--- src/rtl/logic_rs_gen2_if.sv ---
// Dispatch, CDB snoop and CDB result handshake bundle for the logic/shift reservation station.
interface logic_rs_gen2_if #(
    parameter int unsigned DATA_W = 32,
    parameter int unsigned TAG_W  = 5
);
    logic              in_rs_enable;
    logic [5:0]        in_operator_type;
    logic [DATA_W-1:0] in_val_1;
    logic [DATA_W-1:0] in_val_2;
    logic [TAG_W-1:0]  in_tag_1;
    logic [TAG_W-1:0]  in_tag_2;
    logic              out_rs_ready;
    logic [TAG_W-1:0]  out_rs_tag;
    logic              in_cdb_valid;
    logic [TAG_W-1:0]  in_cdb_tag;
    logic [DATA_W-1:0] in_cdb_val;
    logic              out_cdb_req;
    logic              in_cdb_grant;
    logic [TAG_W-1:0]  out_cdb_tag;
    logic [DATA_W-1:0] out_cdb_val;
    logic              out_icc_valid;
    logic [3:0]        out_icc_flags;

    modport master (
        output in_rs_enable, in_operator_type, in_val_1, in_val_2, in_tag_1, in_tag_2,
        output in_cdb_valid, in_cdb_tag, in_cdb_val, in_cdb_grant,
        input  out_rs_ready, out_rs_tag, out_cdb_req, out_cdb_tag, out_cdb_val,
        input  out_icc_valid, out_icc_flags
    );

    modport slave (
        input  in_rs_enable, in_operator_type, in_val_1, in_val_2, in_tag_1, in_tag_2,
        input  in_cdb_valid, in_cdb_tag, in_cdb_val, in_cdb_grant,
        output out_rs_ready, out_rs_tag, out_cdb_req, out_cdb_tag, out_cdb_val,
        output out_icc_valid, out_icc_flags
    );
endinterface

--- src/rtl/logic_rs_gen2.sv ---
// Reservation station with a single-cycle logic/shift unit, CDB snooping and a req/grant result port.
// Define LOGIC_RS_ICC_EN to generate and present ICC flags for the _CC opcodes.
module logic_rs_gen2 #(
    parameter int unsigned DEPTH  = 4,
    parameter int unsigned DATA_W = 32,
    parameter int unsigned TAG_W  = 5,
    parameter int unsigned RS_ID  = 2
) (
    input  logic           clk,
    input  logic           rst,
    logic_rs_gen2_if.slave bus
);
    localparam int unsigned IDX_W = $clog2(DEPTH);
    localparam int unsigned SH_W  = $clog2(DATA_W);
    localparam logic [TAG_W-1:0] INVALID_TAG = {TAG_W{1'b1}};

    localparam logic [5:0] OP_AND  = 6'h01;
    localparam logic [5:0] OP_OR   = 6'h02;
    localparam logic [5:0] OP_XOR  = 6'h03;
    localparam logic [5:0] OP_ANDN = 6'h05;
    localparam logic [5:0] OP_ORN  = 6'h06;
    localparam logic [5:0] OP_XNOR = 6'h07;
    localparam logic [5:0] OP_SLL  = 6'h25;
    localparam logic [5:0] OP_SRL  = 6'h26;
    localparam logic [5:0] OP_SRA  = 6'h27;

    typedef enum logic [1:0] {ST_FREE, ST_WAIT, ST_READY, ST_DONE} state_e;

    // _CC logic ops fold onto their plain encodings; shift encodings pass through unchanged
    function automatic logic [5:0] base_op(input logic [5:0] op);
        base_op = {op[5], op[5] & op[4], op[3:0]};
    endfunction

    function automatic logic op_ok(input logic [5:0] op);
        case (base_op(op))
            OP_AND, OP_OR, OP_XOR, OP_ANDN, OP_ORN, OP_XNOR,
            OP_SLL, OP_SRL, OP_SRA: op_ok = 1'b1;
            default:                op_ok = 1'b0;
        endcase
    endfunction

    function automatic logic [DATA_W-1:0] exec(input logic [5:0] op,
                                               input logic [DATA_W-1:0] a,
                                               input logic [DATA_W-1:0] b);
        logic [SH_W-1:0] sh;
        sh = b[SH_W-1:0];
        case (base_op(op))
            OP_AND:  exec = a & b;
            OP_ANDN: exec = a & ~b;
            OP_OR:   exec = a | b;
            OP_ORN:  exec = a | ~b;
            OP_XOR:  exec = a ^ b;
            OP_XNOR: exec = a ^ ~b;
            OP_SLL:  exec = a << sh;
            OP_SRL:  exec = a >> sh;
            OP_SRA:  exec = DATA_W'($signed(a) >>> sh);
            default: exec = '0;
        endcase
    endfunction

    function automatic logic [TAG_W-1:0] entry_tag(input logic [IDX_W-1:0] idx);
        entry_tag = TAG_W'((RS_ID << IDX_W) | 32'(idx));
    endfunction

    state_e            state_q [DEPTH];
    state_e            state_d [DEPTH];
    logic [5:0]        op_q    [DEPTH];
    logic [5:0]        op_d    [DEPTH];
    logic [DATA_W-1:0] v1_q    [DEPTH];
    logic [DATA_W-1:0] v1_d    [DEPTH];
    logic [DATA_W-1:0] v2_q    [DEPTH];
    logic [DATA_W-1:0] v2_d    [DEPTH];
    logic [TAG_W-1:0]  t1_q    [DEPTH];
    logic [TAG_W-1:0]  t1_d    [DEPTH];
    logic [TAG_W-1:0]  t2_q    [DEPTH];
    logic [TAG_W-1:0]  t2_d    [DEPTH];
    logic [DATA_W-1:0] res_q   [DEPTH];
    logic [DATA_W-1:0] res_d   [DEPTH];

    logic              free_any, rdy_any, done_any;
    logic [IDX_W-1:0]  free_idx, rdy_idx, done_idx, sel_idx;
    logic              lock_q;
    logic [IDX_W-1:0]  lock_idx_q;
    logic              dis_acc;
    logic [DATA_W-1:0] dis_v1, dis_v2, iss_res;
    logic [TAG_W-1:0]  dis_t1, dis_t2;

    // Lowest-index search for allocation, issue and presentation
    always_comb begin
        free_any = 1'b0;
        rdy_any  = 1'b0;
        done_any = 1'b0;
        free_idx = '0;
        rdy_idx  = '0;
        done_idx = '0;
        for (int i = DEPTH - 1; i >= 0; i--) begin
            if (state_q[i] == ST_FREE) begin
                free_any = 1'b1;
                free_idx = IDX_W'(i);
            end
            if (state_q[i] == ST_READY) begin
                rdy_any = 1'b1;
                rdy_idx = IDX_W'(i);
            end
            if (state_q[i] == ST_DONE) begin
                done_any = 1'b1;
                done_idx = IDX_W'(i);
            end
        end
    end

    // A presented-but-ungranted result stays presented even if a lower index completes meanwhile
    assign sel_idx = lock_q ? lock_idx_q : done_idx;
    assign dis_acc = bus.in_rs_enable && free_any && op_ok(bus.in_operator_type);
    assign iss_res = exec(op_q[rdy_idx], v1_q[rdy_idx], v2_q[rdy_idx]);

    // Dispatch operands with same-cycle CDB bypass
    always_comb begin
        dis_v1 = bus.in_val_1;
        dis_t1 = bus.in_tag_1;
        dis_v2 = bus.in_val_2;
        dis_t2 = bus.in_tag_2;
        if (bus.in_cdb_valid && bus.in_tag_1 != INVALID_TAG && bus.in_tag_1 == bus.in_cdb_tag) begin
            dis_v1 = bus.in_cdb_val;
            dis_t1 = INVALID_TAG;
        end
        if (bus.in_cdb_valid && bus.in_tag_2 != INVALID_TAG && bus.in_tag_2 == bus.in_cdb_tag) begin
            dis_v2 = bus.in_cdb_val;
            dis_t2 = INVALID_TAG;
        end
    end

    // Per-entry next state: allocate, snoop, issue, release
    always_comb begin
        for (int i = 0; i < DEPTH; i++) begin
            state_d[i] = state_q[i];
            op_d[i]    = op_q[i];
            v1_d[i]    = v1_q[i];
            v2_d[i]    = v2_q[i];
            t1_d[i]    = t1_q[i];
            t2_d[i]    = t2_q[i];
            res_d[i]   = res_q[i];
            case (state_q[i])
                ST_FREE: begin
                    if (dis_acc && free_idx == IDX_W'(i)) begin
                        op_d[i]    = bus.in_operator_type;
                        v1_d[i]    = dis_v1;
                        v2_d[i]    = dis_v2;
                        t1_d[i]    = dis_t1;
                        t2_d[i]    = dis_t2;
                        state_d[i] = (dis_t1 == INVALID_TAG && dis_t2 == INVALID_TAG) ? ST_READY : ST_WAIT;
                    end
                end
                ST_WAIT: begin
                    if (bus.in_cdb_valid && t1_q[i] != INVALID_TAG && t1_q[i] == bus.in_cdb_tag) begin
                        v1_d[i] = bus.in_cdb_val;
                        t1_d[i] = INVALID_TAG;
                    end
                    if (bus.in_cdb_valid && t2_q[i] != INVALID_TAG && t2_q[i] == bus.in_cdb_tag) begin
                        v2_d[i] = bus.in_cdb_val;
                        t2_d[i] = INVALID_TAG;
                    end
                    if (t1_d[i] == INVALID_TAG && t2_d[i] == INVALID_TAG) begin
                        state_d[i] = ST_READY;
                    end
                end
                ST_READY: begin
                    if (rdy_idx == IDX_W'(i)) begin
                        res_d[i]   = iss_res;
                        state_d[i] = ST_DONE;
                    end
                end
                ST_DONE: begin
                    if (bus.in_cdb_grant && sel_idx == IDX_W'(i)) begin
                        state_d[i] = ST_FREE;
                    end
                end
                default: state_d[i] = ST_FREE;
            endcase
        end
    end

    always_ff @(posedge clk or posedge rst) begin
        if (rst) begin
            for (int i = 0; i < DEPTH; i++) begin
                state_q[i] <= ST_FREE;
                op_q[i]    <= '0;
                v1_q[i]    <= '0;
                v2_q[i]    <= '0;
                t1_q[i]    <= INVALID_TAG;
                t2_q[i]    <= INVALID_TAG;
                res_q[i]   <= '0;
            end
        end else begin
            for (int i = 0; i < DEPTH; i++) begin
                state_q[i] <= state_d[i];
                op_q[i]    <= op_d[i];
                v1_q[i]    <= v1_d[i];
                v2_q[i]    <= v2_d[i];
                t1_q[i]    <= t1_d[i];
                t2_q[i]    <= t2_d[i];
                res_q[i]   <= res_d[i];
            end
        end
    end

    always_ff @(posedge clk or posedge rst) begin
        if (rst) begin
            lock_q     <= 1'b0;
            lock_idx_q <= '0;
        end else begin
            lock_q     <= done_any & ~bus.in_cdb_grant;
            lock_idx_q <= sel_idx;
        end
    end

    assign bus.out_rs_ready = free_any;
    assign bus.out_rs_tag   = entry_tag(free_idx);
    assign bus.out_cdb_req  = done_any;
    assign bus.out_cdb_tag  = done_any ? entry_tag(sel_idx) : '0;
    assign bus.out_cdb_val  = done_any ? res_q[sel_idx] : '0;

`ifdef LOGIC_RS_ICC_EN
    logic       icc_cc_q [DEPTH];
    logic [3:0] icc_fl_q [DEPTH];

    // Flags {c,v,z,n} captured alongside the result at issue
    always_ff @(posedge clk or posedge rst) begin
        if (rst) begin
            for (int i = 0; i < DEPTH; i++) begin
                icc_cc_q[i] <= 1'b0;
                icc_fl_q[i] <= '0;
            end
        end else if (rdy_any) begin
            icc_cc_q[rdy_idx] <= ~op_q[rdy_idx][5] & op_q[rdy_idx][4];
            icc_fl_q[rdy_idx] <= {2'b00, iss_res == '0, iss_res[DATA_W-1]};
        end
    end

    assign bus.out_icc_valid = done_any & icc_cc_q[sel_idx];
    assign bus.out_icc_flags = (done_any && icc_cc_q[sel_idx]) ? icc_fl_q[sel_idx] : 4'b0000;
`else
    assign bus.out_icc_valid = 1'b0;
    assign bus.out_icc_flags = 4'b0000;
`endif
endmodule

--- src/flat_wrapper.sv ---
// flat-port wrapper written by rule: the top's interface ports become plain ports
module logic_rs_gen2_flat 
#(
    parameter int unsigned DEPTH  = 4,
    parameter int unsigned DATA_W = 32,
    parameter int unsigned TAG_W  = 5,
    parameter int unsigned RS_ID  = 2
)
  (clk, rst, bus_in_rs_enable, bus_in_operator_type, bus_in_val_1, bus_in_val_2, bus_in_tag_1, bus_in_tag_2, bus_in_cdb_valid, bus_in_cdb_tag, bus_in_cdb_val, bus_in_cdb_grant, bus_out_rs_ready, bus_out_rs_tag, bus_out_cdb_req, bus_out_cdb_tag, bus_out_cdb_val, bus_out_icc_valid, bus_out_icc_flags);
  logic_rs_gen2_if #(.DATA_W(DATA_W), .TAG_W(TAG_W)) bus_i ();
  input  logic clk;
  input  logic rst;
  input wire logic [$bits(bus_i.in_rs_enable)-1:0] bus_in_rs_enable;
  input wire logic [$bits(bus_i.in_operator_type)-1:0] bus_in_operator_type;
  input wire logic [$bits(bus_i.in_val_1)-1:0] bus_in_val_1;
  input wire logic [$bits(bus_i.in_val_2)-1:0] bus_in_val_2;
  input wire logic [$bits(bus_i.in_tag_1)-1:0] bus_in_tag_1;
  input wire logic [$bits(bus_i.in_tag_2)-1:0] bus_in_tag_2;
  input wire logic [$bits(bus_i.in_cdb_valid)-1:0] bus_in_cdb_valid;
  input wire logic [$bits(bus_i.in_cdb_tag)-1:0] bus_in_cdb_tag;
  input wire logic [$bits(bus_i.in_cdb_val)-1:0] bus_in_cdb_val;
  input wire logic [$bits(bus_i.in_cdb_grant)-1:0] bus_in_cdb_grant;
  output wire logic [$bits(bus_i.out_rs_ready)-1:0] bus_out_rs_ready;
  output wire logic [$bits(bus_i.out_rs_tag)-1:0] bus_out_rs_tag;
  output wire logic [$bits(bus_i.out_cdb_req)-1:0] bus_out_cdb_req;
  output wire logic [$bits(bus_i.out_cdb_tag)-1:0] bus_out_cdb_tag;
  output wire logic [$bits(bus_i.out_cdb_val)-1:0] bus_out_cdb_val;
  output wire logic [$bits(bus_i.out_icc_valid)-1:0] bus_out_icc_valid;
  output wire logic [$bits(bus_i.out_icc_flags)-1:0] bus_out_icc_flags;
  assign bus_i.in_rs_enable = bus_in_rs_enable;
  assign bus_i.in_operator_type = bus_in_operator_type;
  assign bus_i.in_val_1 = bus_in_val_1;
  assign bus_i.in_val_2 = bus_in_val_2;
  assign bus_i.in_tag_1 = bus_in_tag_1;
  assign bus_i.in_tag_2 = bus_in_tag_2;
  assign bus_i.in_cdb_valid = bus_in_cdb_valid;
  assign bus_i.in_cdb_tag = bus_in_cdb_tag;
  assign bus_i.in_cdb_val = bus_in_cdb_val;
  assign bus_i.in_cdb_grant = bus_in_cdb_grant;
  assign bus_out_rs_ready = bus_i.out_rs_ready;
  assign bus_out_rs_tag = bus_i.out_rs_tag;
  assign bus_out_cdb_req = bus_i.out_cdb_req;
  assign bus_out_cdb_tag = bus_i.out_cdb_tag;
  assign bus_out_cdb_val = bus_i.out_cdb_val;
  assign bus_out_icc_valid = bus_i.out_icc_valid;
  assign bus_out_icc_flags = bus_i.out_icc_flags;
  logic_rs_gen2 #(.DEPTH(DEPTH), .DATA_W(DATA_W), .TAG_W(TAG_W), .RS_ID(RS_ID)) u_core (.clk(clk), .rst(rst), .bus(bus_i));
endmodule
--- config.mk ---
export PLATFORM = sky130hd
export DESIGN_NAME = logic_rs_gen2_flat
export DESIGN_NICKNAME = d
export VERILOG_FILES = /design/src/rtl/logic_rs_gen2_if.sv /design/src/rtl/logic_rs_gen2.sv /design/src/flat_wrapper.sv
export SDC_FILE = /design/constraint.sdc
export NUM_CORES = 2
export LEC_CHECK = 0
export CAP_MARGIN = 20
export CORE_MARGIN = 10
export CORE_UTILIZATION = 45
export DETAILED_ROUTE_END_ITERATION = 10
export PLACE_DENSITY = 0.64
export SYNTH_ARGS = -nofsm -noshare
export SYNTH_HDL_FRONTEND = slang
export SYNTH_SLANG_ARGS = --single-unit
--- constraint.sdc ---
create_clock -name clk -period 30 [get_ports clk]
set_clock_uncertainty 0.15 [all_clocks]
set_input_delay 3 -clock clk [delete_from_list [all_inputs] [get_ports clk]]
set_output_delay 3 -clock clk [all_outputs]
set_load 0.05 [all_outputs]
# After elaboration in Yosys (flattened, before gate mapping)
# Cells that the tools add are included.
dict set report totals {
  elab_cells 330
  output_inout_bits 49
  inputBits 122
  ff_bits 459
}
dict set report classes {
  shifts 3
  n_mux 118
  n_eq_ne 93
  magnitude_cmp 2
  bitwise 13
  reduce_logical 71
}
# operator n
set op_table {}
lappend op_table {{2-to-1 mux 32 bit} 25}
lappend op_table {{one-hot mux 32 bit (2 select lines)} 8}
lappend op_table {{one-hot mux 32 bit (9 select lines)} 1}
lappend op_table {{binary-select mux 32 bit (select 2 bit)} 3}
lappend op_table {{2-to-1 mux 5 bit} 26}
lappend op_table {{one-hot mux 5 bit (2 select lines)} 8}
lappend op_table {{bitwise AND 32 bit} 2}
lappend op_table {{OR 32 bit} 2}
lappend op_table {{bitwise XOR 32 bit} 2}
lappend op_table {{2-to-1 mux 2 bit} 30}
lappend op_table {{== test 5 bit} 10}
lappend op_table {{== test 5 bit, second input constant} 10}
lappend op_table {{inequality test 5 bit, second input constant} 10}
lappend op_table {{== test 6 x 3 -> 1 bit, second input constant} 6}
lappend op_table {{== test 6 bit, second input constant} 6}
lappend op_table {{logical AND 1 bit} 35}
lappend op_table {{NOT 32 bit} 1}
lappend op_table {{one-hot mux 2 bit (4 select lines)} 4}
lappend op_table {{<< shifter 32 x 5 -> 32 bit} 1}
lappend op_table {{right shift 32 x 5 -> 32 bit} 1}
lappend op_table {{>>> shifter 32 x 5 -> 32 bit} 1}
lappend op_table {{== test 2 bit, second input constant} 14}
lappend op_table {{== test 6 x 2 -> 1 bit, second input constant} 4}
lappend op_table {{inequality test 2 x 1 -> 1 bit, second input constant} 12}
lappend op_table {{17 further kinds} 78}

# Longest topological paths before layout
dict set report depth {
  depth_word 12
  depth_mapped 18
  ltp_nobuf 11
}

# Worst setup path after synthesis
# OpenSTA, ideal clock, no wires.
dict set report synth_path {
  path_kind {register to output}
  startpoint {reg u_core.state_q[2] (netlist bit)}
  endpoint {out bus_out_cdb_val[10]}
  n_path_buf 1
  path_stages_with_launch 9
  path_slack_ns 24.253
  required_ns 26.850
  t_arrival_ns 2.597
  cell_sequence {dfrtp_1 > ha_1 > inv_1 > a21oi_1 > o31a_1 > clkinv_1 > buf_1 > mux4_2 > and2_1}
}
dict set report synth_via {
  elab_chain_cells 10
  elab_cells_between_ends 13
  classes_between {eq/ne: 1; mux: 11; bitwise: 1}
}
# element line
set synth_lines {}
lappend synth_lines {{from (decl)} logic_rs_gen2.sv:65} ;# state_e state_q [DEPTH];
lappend synth_lines {{from (signal, indexed assignment)} logic_rs_gen2.sv:196} ;# state_q[i] <= state_d[i];
lappend synth_lines {{== test 2 bit *} logic_rs_gen2.sv:105} ;# if (state_q[i] == ST_DONE) begin
lappend synth_lines {{2-to-1 mux 2 bit (3 in series)} logic_rs_gen2.sv:105}
lappend synth_lines {{2-to-1 mux 2 bit} logic_rs_gen2.sv:113} ;# assign sel_idx = lock_q ? lock_idx_q : done_idx;
lappend synth_lines {{NOT 2 -> 3 bit (implied by the code)} logic_rs_gen2.sv:221} ;# assign bus.out_cdb_val = done_any ? res_q[sel_idx] : '0;
lappend synth_lines {{binary-select mux 32 bit (select 2 bit)} logic_rs_gen2.sv:221}
lappend synth_lines {{2-to-1 mux 32 bit (implied by the code) (2 in series)} logic_rs_gen2.sv:221}
lappend synth_lines {{2-to-1 mux 32 bit *} logic_rs_gen2.sv:221}
lappend synth_lines {{to (decl)} flat_wrapper.sv:27} ;# output wire logic [$bits(bus_i.out_cdb_val)-1:0] bus_out_cdb_val;
# Every way passes the cells marked *; elsewhere a longest branch is shown, timed or not. The select of a mux whose other input is x is not followed.

# Final worst setup path
dict set report layout_path {
  startpoint {reg u_core.state_q[2] (netlist bit)}
  endpoint {out bus_out_cdb_val[20]}
}
# Same word-level chain as after synthesis.

==> run_results.csv <==
group,metric,value,unit
status,run_status,"finished clean",
floorplan,start_util,0.4550,
timing,finalCritPeriodShare,0.2396,
critical_path,cp-end-kind,"output pin",
min_path,worstHoldPathCells,2,
clock_network,clock_path_buffers,3,
final_layout,synthToLayoutAreaGrowth,11.13,%
placed_design,routabilityCongestion,1.037,
floorplan,die_w,283.8,um
clock_network,cts_tree,"done",
critical_path,reg2reg_depth,13,
drt,routed_wl,109.3,mm
final_layout,drive_above_1_share,0.1266,
timing,clock.fmax,139.1,MHz
clock_network,post-cts-setup-buffers,0,
critical_path,path_class,"flop to output pin",
placed_design,placed_cells,4216,
critical_path,worstPathArrival,4.04,ns
clock_network,ctsHoldBuffers,0,
global_route,grt_pass1_wl,166.2,mm
final_layout,layout.cells.non_filler,4315,
critical_path,path_cells,"ha_1, inv_1, a21oi_1, o31a_1, inv_2, buf_4, mux4_2, and2_1, clkdlybuf4s50_1",
final_layout,nFillCells,6435,
timing,tightest_slew,1.115,ns
drt,via_count,26774,
floorplan,rows,96,
synth,synth-seq-area-share,0.3684,
critical_path,critical-path-max-stage-delay,0.72,ns
clock_network,cts_buffers,50,
drt,drt_iter0_markers,3345,
clock_network,cts.clk_slew.worst_paths,0.06,ns
global_route,grt_overflow,0,
global_route,grt_pass1_vias,25741,
drt,first_pass_iters,8,
timing,finalMaxSlewViolations,0,
placed_design,dp_hpwl,75.74,mm
clock_network,ctsResizeCount,0,
critical_path,critPathTopFamily,"buffers and inverters",
synth,syn_inst,3378,
synth,ys_seq_elements,459,
drt,wire_per_inst,25.33,um
job,cap_violations,0,
synth,synth_edf_count,0,
clock_network,clock-sinks,459,
min_path,hold_path_class,"flop to flop",
floorplan,die_area,80530,sq um
timing,setup_viol,0,
final_layout,nets,3479,
critical_path,crit_buf_inv,4,
drt,ant_nets,0,
critical_path,worstPathMaxFanout,29,
timing,rsz0062_at_grt,"false",
floorplan,io_pins,171,
clock_network,htree_levels,2,
synth,syn_area_per_cell,9.270,sq um
synth,synth-async-reset-ratio,1.000,
critical_path,startpoint_type,"flop",
timing,setup_tns,0,ns
drt,viasPerCell,6.205,
global_route,grt_usage,0.2631,
timing,hold_violations,0,
timing,worst_slew_margin_rel,0.2567,
critical_path,cp.depth,9,
critical_path,slowest_stage,"clkdlybuf4s50_1",
synth,synth_cell_types,101,
placed_design,port_buffers,160,
global_route,antenna_found_initial,2,
floorplan,core,68830,sq um
synth,yosys_warnings,0,
global_route,grt_start_max_net_pins,120,
drt,drc,0,
clock_network,clk_latency,0.61,ns
synth,netlist_area,31310,sq um
timing,period_minus_slack,7.188,ns
critical_path,crit_required,26.85,ns
synth,synth_flop_cell,"dfrtp_1",
clock_network,cts-root-buf,"clkbuf_16",
floorplan,die_h,283.8,um
## kinds of logic (layout without fill, tap and decap cells)
kind of cell / after synthesis / after routing / synth area share
AND/OR/NAND/NOR: 1018 / 1018 / 0.1426
AO/OA/AOI/OAI: 864 / 864 / 0.1677
multiplexers: 547 / 547 / 0.2340
flip-flops: 459 / 459 / 0.3684
buffers and inverters: 402 / 397 / 0.06062
XOR/XNOR: 69 / 69 / 0.01954
adder cells (fa/ha/maj): 17 / 17 / 0.006793
other: 2 / 13 / 0.0002398
## state kept, by name (all words and copies together) (netlist names)
| register | count |
|---|---|
| u_core.res_q | 128 |
| u_core.v1_q | 128 |
| u_core.v2_q | 128 |
| u_core.op_q | 24 |
| u_core.t1_q | 20 |
| u_core.t2_q | 20 |
| u_core.state_q | 8 |
| u_core.lock_idx_q | 2 |
| u_core.lock_q | 1 |
## path summary, 6_finish.rpt
path | startpoint | end | slack, ns
setup / recovery | u_core.state_q[2] | bus_out_cdb_val[20] | 22.81
hold / removal | u_core.v2_q[93] | u_core.v2_q[93] | 0.33
setup reg to reg | u_core.state_q[6] | u_core.res_q[67] | 23.33
hold reg to reg | u_core.v2_q[93] | u_core.v2_q[93] | 0.33
max in group asynchronous | rst | u_core.v1_q[22] | 22.93
min in group asynchronous | rst | u_core.res_q[97] | 2.78
## metrics by stage
stage / hold slack (ns) / worst slack [ns] / utilization / cell area, sq um
CTS: 0.3277 / 22.71 / 0.5048 / 34740
global route: 0.3470 / 22.23 / 0.5055 / 34790
finish: 0.3261 / 22.81 / 0.5056 / 34800
global placement: 0.3055 / 22.04 / 0.4798 / 33020
floorplan: 0.2916 / 14.12 / - / 31340
detailed placement: 0.3147 / 22.07 / 0.4798 / 33020
## cells in the final DEF, fill, tap and decap left out, types with 8 or more instances in the layout
master,instances
a211oi_1,33
a21oi_1,203
a22oi_1,15
a31oi_1,45
a32oi_1,13
and2_1,37
and3_1,11
buf_4,47
clkbuf_1,12
clkbuf_16,52
clkbuf_8,9
clkdlybuf4s50_1,160
clkinv_2,13
conb_1,10
dfrtp_1,419
dfstp_2,40
ha_1,16
inv_1,91
mux2_2,26
mux2_4,8
mux2i_1,367
mux4_2,131
nand2_1,482
nand2b_1,18
nand3_1,47
nand4_1,24
nor2_1,269
nor3_1,57
nor4_2,9
o2111ai_1,11
o211ai_1,22
o21ai_0,348
o21ai_1,16
o22ai_1,22
o311ai_0,8
o31ai_1,14
or2_2,9
xnor2_1,44
xor2_1,24
## cells in the mapped netlist, drive strengths merged (13+ instances only)
master    n  area [sq um]
and2     39         244.0
a21oi   203          1016
mux2     34         412.9
mux4    135          3055
nor2    278          1056
mux2i   378          3860
inv      93         349.1
xnor2    45         401.6
ha       17         212.7
nand3    51         265.3
nor3     65         366.6
a22oi    15         112.6
dfrtp   419         10490
a211oi   35         272.8
o31ai    14         105.1
nand2   489          1848
a31oi    45         281.5
dfstp    40          1051
xor2     24         210.2
o22ai    23         150.1
clkbuf  183         694.4
buf     125         850.8
o211ai   23         177.7
a32oi    13         113.9
o21ai   365          1827
nand2b   18         112.6
nand4    26         175.2
## layout make-up
cell class,count,area (sq um),share of cell area
multi-input combinational,2525,18010,0.5175
sequential,459,11540,0.3315
timing repair buffer,210,1999,0.05746
clock buffer,73,1470,0.04225
tap,931,1165,0.03348
inverter,94,360.3,0.01036
clock inverter,20,252.7,0.007263
antenna,3,7.507,0.0002157
## metal layers
metal,vias to the layer above,share of wire,GRT usage
met5,-,0,0
met4,0,0.037,0.09443
met3,240,0.084,0.05235
met2,1262,0.45,0.4067
met1,13180,0.43,0.3620
li1,12092,-,-
## tightest hold or removal path: cells and delay by family (launching register included)
kind	cells	cell delay [ns]
flip-flops	1	0.34
AO/OA/AOI/OAI	1	0.06
AND/OR/NAND/NOR	1	0.04
Power is left out: the tool's default activity adds up to more than one toggle a clock period on the data nets, which glitch-free logic cannot reach.
